`src/rtl/ext_irq_ctrl.sv`:
```
// rtl/ext_irq_ctrl.sv - machine-external interrupt controller with claim/complete flow
//
// Optional feature macro: EXT_IRQ_CTRL_EDGE_EN (per-source edge triggering via EDGE_CFG).
//
// Ports:
//   clk_i        system clock, rising edge
//   reset_i      synchronous active-high reset
//   irq_src_i    asynchronous request lines, bit 0 highest priority
//   irq_ack_i    one-cycle acknowledge from the core
//   meip_o       registered interrupt request to the core
//   reg_we_i     register write strobe
//   reg_addr_i   word address (0 PENDING, 1 ENABLE, 2 CLAIM, 3 COMPLETE, 4 EDGE_CFG)
//   reg_wdata_i  write data
//   reg_rdata_o  registered read data (1-cycle latency)
module ext_irq_ctrl #(
  parameter int N_SRC       = 8,
  parameter int SYNC_STAGES = 2
) (
  input  logic              clk_i,
  input  logic              reset_i,
  input  logic [N_SRC-1:0]  irq_src_i,
  input  logic              irq_ack_i,
  output logic              meip_o,
  input  logic              reg_we_i,
  input  logic [2:0]        reg_addr_i,
  input  logic [31:0]       reg_wdata_i,
  output logic [31:0]       reg_rdata_o
);

  typedef enum logic [1:0] {IDLE, REQ, BUSY} state_e;

  state_e            state_q, state_d;
  logic [N_SRC-1:0]  sync_q [SYNC_STAGES];
  logic [N_SRC-1:0]  pending_q, pending_d;
  logic [N_SRC-1:0]  enable_q;
  logic [N_SRC-1:0]  in_service_q, in_service_d;
  logic [4:0]        claim_id_q, claim_id_d;
  logic              meip_q;
  logic [31:0]       rdata_q, rdata_d;

  logic [N_SRC-1:0]  s;
  logic [N_SRC-1:0]  set_vec;
  logic [N_SRC-1:0]  eligible;
  logic [N_SRC-1:0]  winner_oh;
  logic [4:0]        winner;
  logic              claim;
  logic              complete;

  // Only the low bits of the write bus carry meaning.
  logic unused_wdata;
  assign unused_wdata = ^reg_wdata_i;

  assign s        = sync_q[SYNC_STAGES-1];
  assign eligible = pending_q & enable_q;

`ifdef EXT_IRQ_CTRL_EDGE_EN
  logic [N_SRC-1:0] edge_cfg_q;
  logic [N_SRC-1:0] hist_q;

  // Edge sources pend on a rising synchronised edge even while in service,
  // so an edge arriving during service is not lost.
  assign set_vec = (edge_cfg_q & s & ~hist_q) | (~edge_cfg_q & s & ~in_service_q);

  always_ff @(posedge clk_i) begin
    if (reset_i) begin
      edge_cfg_q <= '0;
      hist_q     <= '0;
    end else begin
      hist_q <= s;
      if (reg_we_i && reg_addr_i == 3'd4) edge_cfg_q <= reg_wdata_i[N_SRC-1:0];
    end
  end
`else
  assign set_vec = s & ~in_service_q;
`endif

  // Lowest-index eligible source wins: scan high to low so the last hit sticks.
  always_comb begin
    winner    = '0;
    winner_oh = '0;
    for (int i = N_SRC - 1; i >= 0; i--) begin
      if (eligible[i]) begin
        winner    = 5'(i);
        winner_oh = '0;
        winner_oh[i] = 1'b1;
      end
    end
  end

  always_comb begin
    state_d  = state_q;
    claim    = 1'b0;
    complete = 1'b0;
    unique case (state_q)
      IDLE: if (eligible != '0) state_d = REQ;
      REQ: begin
        if (eligible == '0) begin
          state_d = IDLE;
        end else if (irq_ack_i) begin
          claim   = 1'b1;
          state_d = BUSY;
        end
      end
      BUSY: begin
        if (reg_we_i && reg_addr_i == 3'd3 && reg_wdata_i[4:0] == claim_id_q) begin
          complete = 1'b1;
          state_d  = IDLE;
        end
      end
      default: state_d = IDLE;
    endcase
  end

  // A claim clearing the winner beats a same-cycle set of that bit.
  always_comb begin
    pending_d    = (pending_q | set_vec) & ~(claim ? winner_oh : '0);
    in_service_d = in_service_q;
    claim_id_d   = claim_id_q;
    if (claim) begin
      in_service_d = winner_oh;
      claim_id_d   = winner + 5'd1;
    end else if (complete) begin
      in_service_d = '0;
      claim_id_d   = '0;
    end
  end

  always_comb begin
    rdata_d = '0;
    case (reg_addr_i)
      3'd0: rdata_d[N_SRC-1:0] = pending_q;
      3'd1: rdata_d[N_SRC-1:0] = enable_q;
      3'd2: rdata_d[4:0]       = claim_id_q;
`ifdef EXT_IRQ_CTRL_EDGE_EN
      3'd4: rdata_d[N_SRC-1:0] = edge_cfg_q;
`endif
      default: rdata_d = '0;
    endcase
  end

  always_ff @(posedge clk_i) begin
    if (reset_i) begin
      state_q      <= IDLE;
      for (int k = 0; k < SYNC_STAGES; k++) sync_q[k] <= '0;
      pending_q    <= '0;
      enable_q     <= '0;
      in_service_q <= '0;
      claim_id_q   <= '0;
      meip_q       <= 1'b0;
      rdata_q      <= '0;
    end else begin
      state_q   <= state_d;
      sync_q[0] <= irq_src_i;
      for (int k = 1; k < SYNC_STAGES; k++) sync_q[k] <= sync_q[k-1];
      pending_q    <= pending_d;
      in_service_q <= in_service_d;
      claim_id_q   <= claim_id_d;
      meip_q       <= (state_d == REQ);
      rdata_q      <= rdata_d;
      if (reg_we_i && reg_addr_i == 3'd1) enable_q <= reg_wdata_i[N_SRC-1:0];
    end
  end

  assign meip_o      = meip_q;
  assign reg_rdata_o = rdata_q;

endmodule

```
`config.mk`:
```
export PLATFORM = sky130hd
export DESIGN_NAME = ext_irq_ctrl
export DESIGN_NICKNAME = d
export VERILOG_FILES = /design/src/rtl/ext_irq_ctrl.sv
export SDC_FILE = /design/constraint.sdc
export NUM_CORES = 1
export LEC_CHECK = 0
export ABC_CLOCK_PERIOD_IN_PS = 1570
export BUFFER_PORTS_ARGS = -buffer_cell sky130_fd_sc_hd__buf_2
export CORE_ASPECT_RATIO = 1.25
export CORE_MARGIN = 4
export CORE_UTILIZATION = 50
export CTS_BUF_LIST = sky130_fd_sc_hd__clkbuf_4
export DETAILED_ROUTE_END_ITERATION = 8
export MAX_ROUTING_LAYER = met4
export PLACE_DENSITY = 0.87
export RECOVER_POWER = 50
export SETUP_SLACK_MARGIN = 0.02
export SLEW_MARGIN = 20
export SYNTH_ARGS = -nofsm -noshare
export SYNTH_HDL_FRONTEND = slang
export SYNTH_SLANG_ARGS = --single-unit
```
`constraint.sdc`:
```
create_clock -name clk_i -period 1.57 [get_ports clk_i]
set_input_delay 0.314 -clock clk_i [delete_from_list [all_inputs] [get_ports clk_i]]
set_output_delay 0.314 -clock clk_i [all_outputs]
set_load 0.02 [all_outputs]
```
==> summary.md <==
| Metric | Value |
|---|---|
| Top FF cell, synth | dfxtp_1 |
| Total CTS buffers | 5 |
| FF-to-FF setup slack | -0.001 ns |
| Max-cap viol count | 0 |
| DR pass1 iterations | 4 |
| I/O pin count | 80 |
| CTS max path bufs | 2 |
| Post-Syn Instances | 243 |
| Drt wl/cell | 12.8 microns |
| Layout Cells excl Fill | 362 |
| Leak | 1.22 nW |
| Port bufs | 31 |
| RSZ-0062 raised after global routing | yes |
| CP Data Arrival Time | 1.86 ns |
| Post-Place Worst Slack | -0.00955 ns |
| Die X-Extent | 69.1 microns |
| Clk Latency, worst-skew pair | 0.38 ns |
| Die ar. | 5830 sq um |
| Post-synth EDFFs | 0 |
| TritonCTS clock tree | yes |
| Crit path capture | claim_id_q[1] |
| Dpl cells | 352 |
| Initial Util | 0.523 |
| Synth area leaders | dfxtp_1 47%, buf_4 8.4%, mux2i_1 6.9%, nor2b_1 6.2%, nor2_1 4.2% |
| Failing checks | setup timing |
| Max frequency | 636 MHz |
| Status | complete, but fails checks |
| Fraction of layout cells with a size suffix above 1 | 0.260 |
| Commonest cells post-synth | 55 x dfxtp_1, 26 x buf_4, 26 x nor2_1 |
| First DRT Iteration DRCs | 110 |
| Syn. warnings | 0 |
| Worst reg2reg endpoint | claim_id_q[1] |
| Synth-to-Final Area Change | 16.8% |
| Final TNS setup | -0.00127 ns |
| Cell Rows | 27 |
| PD cells | 832 nW/um^2 |
| Setup WS post-layout | -0.00127 ns |
| Seq/Total Area, Yosys | 0.472 |
| Min-Delay Path Class | in -> reg |
| Synth Cell Area | 2330 sq um |
| First-pass GRT wire length | 7560 microns |
| Post-detail-place hpwl | 3430 microns |
| Critical path class | reg -> reg |
| Avg Inst Size Synth | 9.60 sq um |
| Clk root buf | clkbuf_4 |
| Initial antenna violation count | 0 |
| Hold buffers post-CTS | 0 |
| VDD IR max | 0.000382 V |
| Yosys top cell by area | dfxtp_1 |
| Hold WS | 0.134 ns |
| Drt via density | 5.02 |
| Overflow after GRT | 0 |
| Critical Path RT | 1.86 ns |
| Largest net degree at the start of global routing | 34 |
| CTS sink cnt | 55 |
| Synth async-reset ratio | 0 |
| Nets | 351 |
| Clk slew on worst S/H paths | 0.15 ns |
| Global Route Usage Sum | 0.167 |
| Fin crit period | 1.57 ns |
| Most common cell in the netlist | dfxtp_1 |
| Slew Limit Fails | 0 |
| Clk_skew | 0.0142 ns |
| Core ar. | 4460 sq um |
| Htree depth | 2 |
| Total number of vias | 1817 |
| Critical path endpoint category | flip-flop |
| N_diodes | 0 |
| Util after Layout | 0.611 |
| Final period utilization | 1.00 |
| Critical Path Start Type | flip-flop |
| Worst Setup SP | pending_q[6] |
| Final ANT Viol Nets | 0 |
| Number of global-route vias before repair | 1638 |
| Setup violators final | 1 |
| DRT Wirelength | 4650 microns |
| Fin. Hold Viols | 0 |
| Fill cells | 383 |
| Crit-path max FO | 2 |
| DRC | 0 |
| Die height | 84.4 microns |
| R2r worst-path depth | 6 |
| GP Congestion | 0.840 |
| Top cell type's share of synthesized area | 0.472 |
| #FFs+latches synth | 55 |
| Synth unique cells | 44 |
| Reg2reg start | pending_q[6] |
==> cells in the final DEF (no fill, tap or decap), types with 7 or more instances in the layout <==
| cell type | Yosys | final |
|---|---|---|
| dfxtp_1 | 55 | 50 |
| buf_2 | 2 | 29 |
| nor2_1 | 26 | 26 |
| buf_4 | 26 | 26 |
| conb_1 | 1 | 24 |
| nor2b_1 | 23 | 23 |
| mux2i_1 | 16 | 16 |
| nand2_1 | 14 | 13 |
| a21oi_1 | 12 | 12 |
| nand3_1 | 7 | 7 |
| nor3_1 | 6 | 7 |
==> per-stage QoR <==
stage / power [mW] / cell area [sq um]
after floorplan: 1.67 / 2420
after global placement: 1.71 / 2660
after detailed placement: 1.71 / 2660
after CTS: 2.29 / 2720
after global routing: 2.37 / 2720
final: 2.27 / 2720
==> registers in the layout (all words and copies together), names as in the netlist <==
signal and cells:
pending_q 8, claim_id_q 4, in_service_q 8, enable_q 8
state_q 2, reg_rdata_o 8, sync_q 16, meip_o 1
==> worst min-delay path by stage <==
stage / startpoint / to / cells after the start
after floorplan: sync_q[0][2] / sync_q[0][10] / 1
after global placement: sync_q[0][7] / sync_q[0][15] / 1
after detailed placement: sync_q[0][5] / sync_q[0][13] / 1
after CTS: irq_src_i[5] / sync_q[0][5] / 2
after global routing: irq_src_i[3] / sync_q[0][3] / 2
final: irq_src_i[2] / sync_q[0][2] / 2
==> what timing repair did <==
action | 4_1_cts | 5_1_grt
hold endpoints to repair | 0 | 0
pin swaps | 0 | 1
gates resized for setup | 2 | 7
endpoints found under the setup margin | 2 | 13
buffers inserted | 0 | 2
==> critical path, cell delays in order, from the launching register on <==
cell and delay, ns:
dfxtp_2 0.35, a22oi_2 0.21, a221o_1 0.20, a31oi_1 0.10, ha_1 0.30, inv_1 0.05
o32ai_1 0.28
==> layout make-up <==
type / instances / area [sq um] / share of cell area
tap: 58 / 72.6 / 0.0266
timing repair buffer: 62 / 383 / 0.141
clock buffer: 5 / 37.5 / 0.0138
sequential: 55 / 1110 / 0.407
clock inverter: 3 / 15.0 / 0.00551
multi-input combinational: 172 / 1080 / 0.397
inverter: 7 / 26.3 / 0.00965
==> cells by family after synthesis <==
family,share of synthesized area
and+or+nand+nor,0.211
DFF,0.472
buffers and inverters,0.106
AOI/OAI and AO/OA,0.124
muxes,0.0687
xor gates and xnor gates,0.0113
adders and majority gates,0.00536
other,0.00161
==> metal layers <==
metal | track usage | wire length, microns
met3 | 0.0335 | 289
met1 | 0.191 | 1970
met2 | 0.273 | 2270
met5 | - | 0
met4 | 0.0906 | 119
==> power by group <==
| group | total (mW) | switching (mW) | leakage (nW) | internal [mW] |
|---|---|---|---|---|
| clock | 0.585 | 0.417 | 0.0347 | 0.168 |
| sequential | 1.45 | 0.0174 | 0.450 | 1.43 |
| combinational | 0.232 | 0.143 | 0.738 | 0.0889 |
| total | 2.27 | 0.578 | 1.22 | 1.69 |
Note: power is estimated with default switching activity, not from simulation.
